===== src/rtl/budget_arbiter.sv =====
// Budget-regulated round-robin arbiter: grants non-empty queues that still hold
// transaction budget for the current replenishment period, and drives the serializer handshake.
module budget_arbiter #(
    parameter int NUMBER_OF_QUEUES = 4,
    parameter int REGISTER_SIZE    = 32,
    localparam int IW = $clog2(NUMBER_OF_QUEUES)
) (
    input  logic                                             clock,
    input  logic                                             reset,
    input  logic [NUMBER_OF_QUEUES-1:0]                      empty,
    input  logic [NUMBER_OF_QUEUES-1:0]                      full,
    input  logic [NUMBER_OF_QUEUES-1:0][REGISTER_SIZE-1:0]   budgets,
    input  logic [REGISTER_SIZE-1:0]                         period,
    input  logic                                             consumed,
    output logic [IW-1:0]                                    id,
    output logic                                             enable,
    output logic [NUMBER_OF_QUEUES-1:0]                      hasBeenConsumed,
    output logic [NUMBER_OF_QUEUES-1:0]                      exhausted
);
    localparam int N = NUMBER_OF_QUEUES;
    localparam int R = REGISTER_SIZE;

    typedef enum logic [1:0] {IDLE, GRANT, POP} state_t;

    state_t              state, state_nxt;
    logic [N-1:0][R-1:0] remaining, remaining_nxt;
    logic [N-1:0]        exhausted_nxt;
    logic [R-1:0]        cnt;
    logic [IW-1:0]       last, pick;
    logic [N-1:0]        elig;
    logic                found;
    logic                reload;
    logic                regulated;

    assign regulated = (period != '0);
    assign reload    = regulated && (cnt >= period - 1'b1);

    always_ff @(posedge clock or negedge reset) begin
        if (!reset)
            cnt <= '0;
        else if (!regulated || reload)
            cnt <= '0;
        else
            cnt <= cnt + 1'b1;
    end

    // A full queue bypasses the budget so the domain can never deadlock.
    always_comb begin
        for (int i = 0; i < N; i++)
            elig[i] = ~empty[i] & (~regulated | (remaining[i] != '0) | full[i]);
    end

    always_comb begin
        pick  = '0;
        found = 1'b0;
        for (int k = 1; k <= N; k++) begin
            int j;
            j = int'(last) + k;
            if (j >= N) j = j - N;
            if (!found && elig[j]) begin
                found = 1'b1;
                pick  = IW'(j);
            end
        end
    end

    // Reload takes priority over the pop decrement in the same cycle.
    always_comb begin
        for (int i = 0; i < N; i++) begin
            remaining_nxt[i] = remaining[i];
            if (reload)
                remaining_nxt[i] = budgets[i];
            else if (state == POP && id == IW'(i) && remaining[i] != '0)
                remaining_nxt[i] = remaining[i] - 1'b1;
            exhausted_nxt[i] = (remaining_nxt[i] == '0);
        end
    end

    always_ff @(posedge clock or negedge reset) begin
        if (!reset) begin
            remaining <= '0;
            exhausted <= '0;
        end else begin
            remaining <= remaining_nxt;
            exhausted <= exhausted_nxt;
        end
    end

    always_comb begin
        state_nxt = state;
        case (state)
            IDLE:    if (found) state_nxt = GRANT;
            GRANT:   if (consumed) state_nxt = POP;
            POP:     state_nxt = IDLE;
            default: state_nxt = IDLE;
        endcase
    end

    always_ff @(posedge clock or negedge reset) begin
        if (!reset) begin
            state <= IDLE;
            id    <= '0;
            last  <= IW'(N - 1);
        end else begin
            state <= state_nxt;
            if (state == IDLE && found) begin
                id   <= pick;
                last <= pick;
            end
        end
    end

    // Decoded from state so an asynchronous reset drops them at once.
    always_comb begin
        enable          = (state == GRANT);
        hasBeenConsumed = '0;
        if (state == POP)
            hasBeenConsumed[id] = 1'b1;
    end
endmodule

===== config.mk =====
export PLATFORM = sky130hd
export DESIGN_NAME = budget_arbiter
export DESIGN_NICKNAME = d
export VERILOG_FILES = /design/src/rtl/budget_arbiter.sv
export SDC_FILE = /design/constraint.sdc
export NUM_CORES = 1
export LEC_CHECK = 0
export ABC_AREA = 1
export BUFFER_PORTS_ARGS = -buffer_cell sky130_fd_sc_hd__buf_2
export CAP_MARGIN = 20
export CORE_MARGIN = 2
export CORE_UTILIZATION = 60
export DETAILED_ROUTE_END_ITERATION = 8
export PLACE_DENSITY = 0.83
export RECOVER_POWER = 25
export SYNTH_ARGS = -nofsm -noshare
export SYNTH_HDL_FRONTEND = slang
export SYNTH_SLANG_ARGS = --single-unit

===== constraint.sdc =====
create_clock -name clock -period 2.65 [get_ports clock]
set_input_delay 0.1325 -clock clock [delete_from_list [all_inputs] [get_ports clock]]
set_output_delay 0.1325 -clock clock [all_outputs]
set_load 0.01 [all_outputs]

==> out/qor.yml <==
vias_per_cell: 6.333
critical_path.cell_chain: "buf_2, nor2_1, nand4_1, buf_4, nor4_2, buf_4, nand2_1, xor2_1, ha_1, nand2_1, nor2_2, nand4_1, nor2_4, nand4_1, nand3_4, buf_12, buf_12, nand3_1, nand2_2, nor2_1, nand2_1, nor2_1, nand2_1, nor2_1"
firstDrtPassIters: 9
final_cell_mix: "nand2_1 (643), nor2_1 (364), buf_2 (176), dfrtp_1 (167), nand3_1 (156)"
dp.final_hpwl_mm: 31.95
rsz0062_at_grt: "true"
p_per_area_nw_per_um2: 928.0
worstSetupStartpointType: "input port"
synth.avg_cell_area_um2: 6.277
diodes: 0
setup_slack_ns: -1.239
dieArea_um2: 24010
maxSlewHeadroom_pct: -2.954
htreeDepth: 4
endpoint_kind: "flop"
syn_nets: 2387
gr-usage-all-layers_pct: 40.95
synth_top_area_cell: "dfrtp_1"
synth_top_flop_cell: "dfrtp_1"
path_clk_slew_ns: 0.07
drive_gt1_share_pct: 29.35
core_um2: 22500
drc: 0
comb_power_share_pct: 57.9
worst_pin_slew_ns: 1.544
antenna_found_initial: 1
crit_type: "input port to flop"
ys_seq_elements: 170
min_path_type: "input port to flop"
cp_max_fo: 9
drv_cap: 1
ir_drop_mv: 0.6090
cts-root-buf: "clkbuf_16"
switching_power_uw: 9387
required_ns: 2.99
stdcell_count: 2932
portBuffers: 181
synth_area_um2: 13670
cpMaxStageDelayCell: "nand3_1"
numCtsBuffers: 17
status: "complete, but fails checks"
finalMaxSlewViolations: 53
synthCells: 2178
drtIter0Drc: 2691
placed_cells: 2741
rows: 55
timing.fmax_ghz: 0.2571
cpPeakStageDelay_ns: 0.37
cp.arrival_ns: 4.23
period_share_pct: 146.8
grt_pass1_vias: 16340
clock_power_share_pct: 14.0
vias: 18570
die_h_um: 155.0
ys_types: 43
p_int_uw: 9367
power.leakage_uw: 0.009787
hold_violations: 0
finClkSkew_ns: 0.01787
final_net_count: 2843
grt_pass1_wl_mm: 78.63
syn_to_final_growth_pct: 47.81
swShare_pct: 50.05
synth-edff-count: 0
ys_async_sr_fraction_pct: 100.0
clk_latency_ns: 0.46
pre_cts_slack_ns: -1.305
violations: "max-capacitance violations, max-slew violations, negative setup slack"
seq_power_share_pct: 28.2
detail-route-antenna-nets: 0
clock_path_buffers: 2
fillers: 1033
synth_area_leaders: "dfrtp_1 (31%), nand2_1 (23%), nor2_1 (11%)"
setup_viol_count_final: 165
ys_seq_area_share_pct: 31.13
grt_start_max_net_pins: 79
final_common_cell: "nand2_1"
cts_tree: "built"
io_pins: 182
min_period_ns: 3.889
die_w_um: 155.0
fin_util_pct: 89.80
clock-sinks: 170
ys_warn_count: 0
wl_mm: 63.18
synth_top_area_share_pct: 30.75
place_congestion: 1.015
initial_core_util_pct: 60.76
wl_per_cell_um: 21.55
grt_overflow: 0
==> synth_stat cells (all sizes together), types with 2 or more instances <==
cell type and count:
nand2 841, nor2 415, nand3 204, dfrtp 168
inv 134, xnor2 84, xor2 80, buf 57
o21ai 42, ha 38, nand4 27, nor3 27
a21oi 26, clkbuf 8, or2 5, nor4 4
o21a 3, a211oi 2, and2 2, clkinv 2
dfstp 2
==> registers in the layout (all words and copies together) (netlist names) <==
signal,flops
cnt,32
remaining,128
id,2
exhausted,4
last,2
state,2
==> area by class of cell <==
cell class	count	area [µm²]	share of cell area (%)
Sequential cell	170	4258	21.07
Clock buffer	22	484.2	2.396
Clock inverter	10	107.6	0.5325
Tap cell	285	356.6	1.765
Timing Repair Buffer	499	4284	21.20
Timing Repair inverter	3	23.77	0.1176
Inverter	136	543.0	2.687
Multi-Input combinational cell	1807	10150	50.23
==> path summary, 6_finish.rpt <==
kind | start | endpoint | slack, ns | cells after the start
max in group asynchronous | reset | remaining[103] | 0.93 | 3
min in group asynchronous | reset | remaining[85] | 0.60 | 2
min | budgets[57] | remaining[57] | 0.009 | 3
min reg2reg | cnt[0] | cnt[0] | 0.49 | 1
max | period[9] | exhausted[0] | -1.24 | 24
max reg2reg | cnt[20] | exhausted[0] | -0.49 | 16
==> what timing repair did <==
action / 4_1_cts / 5_1_grt
endpoints found under the hold margin: 141 / 4
pin swaps: 88 / 64
endpoints found under the setup margin: 167 / 169
cloned: 13 / 10
hold buffers: 90 / 4
gates resized for setup: 160 / 333
setup buffers: 31 / 24
==> worst max-delay path, delay by kind of cell <==
family | cells | cell delay (ns)
simple gates | 17 | 2.73
fa+ha+maj | 1 | 0.32
buf+inv | 5 | 0.86
xor+xnor | 1 | 0.19
==> cell families (layout without fill, tap and decap cells) <==
| family | after synthesis | count (layout) | synth area share (%) |
|---|---|---|---|
| adder cells (fa/ha/maj) | 38 | 38 | 3.478 |
| AND/OR/NAND/NOR | 1528 | 1528 | 45.30 |
| XOR/XNOR | 164 | 164 | 10.51 |
| flip-flops | 170 | 170 | 31.13 |
| buffers and inverters | 201 | 670 | 6.361 |
| AO/OA/AOI/OAI | 77 | 77 | 3.221 |
==> per-stage QoR <==
step,power [µW],hold WS (ns),area (µm²),TNS (ns)
after floorplan,10170,-0.1631,13910,-40.95
after global placement,12200,0.1276,16070,-115.49
after detailed placement,12490,0.1373,16070,-138.26
after CTS,15900,0.001102,18700,-40.41
after global routing,19630,0.003022,20210,-98.04
final,18750,0.009434,20210,-84.99
==> power groups by stage <==
stage,Clock (µW),Combinational [µW],Sequential [µW]
finish,2620,10900,5280
global route,2680,11600,5310
CTS,2560,8340,5000
detailed placement,0,7490,5000
global placement,0,7200,5000
floorplan,0,5520,4650
==> metal layers <==
metal,global-route usage [%],wire length [µm],vias to the layer above
met5,0,18,-
met4,23.72,6915,2
met3,7.382,8232,735
met2,72.04,28150,1803
met1,46.76,19860,8288
li1,-,-,7740
(Power assumes the default switching activity.)
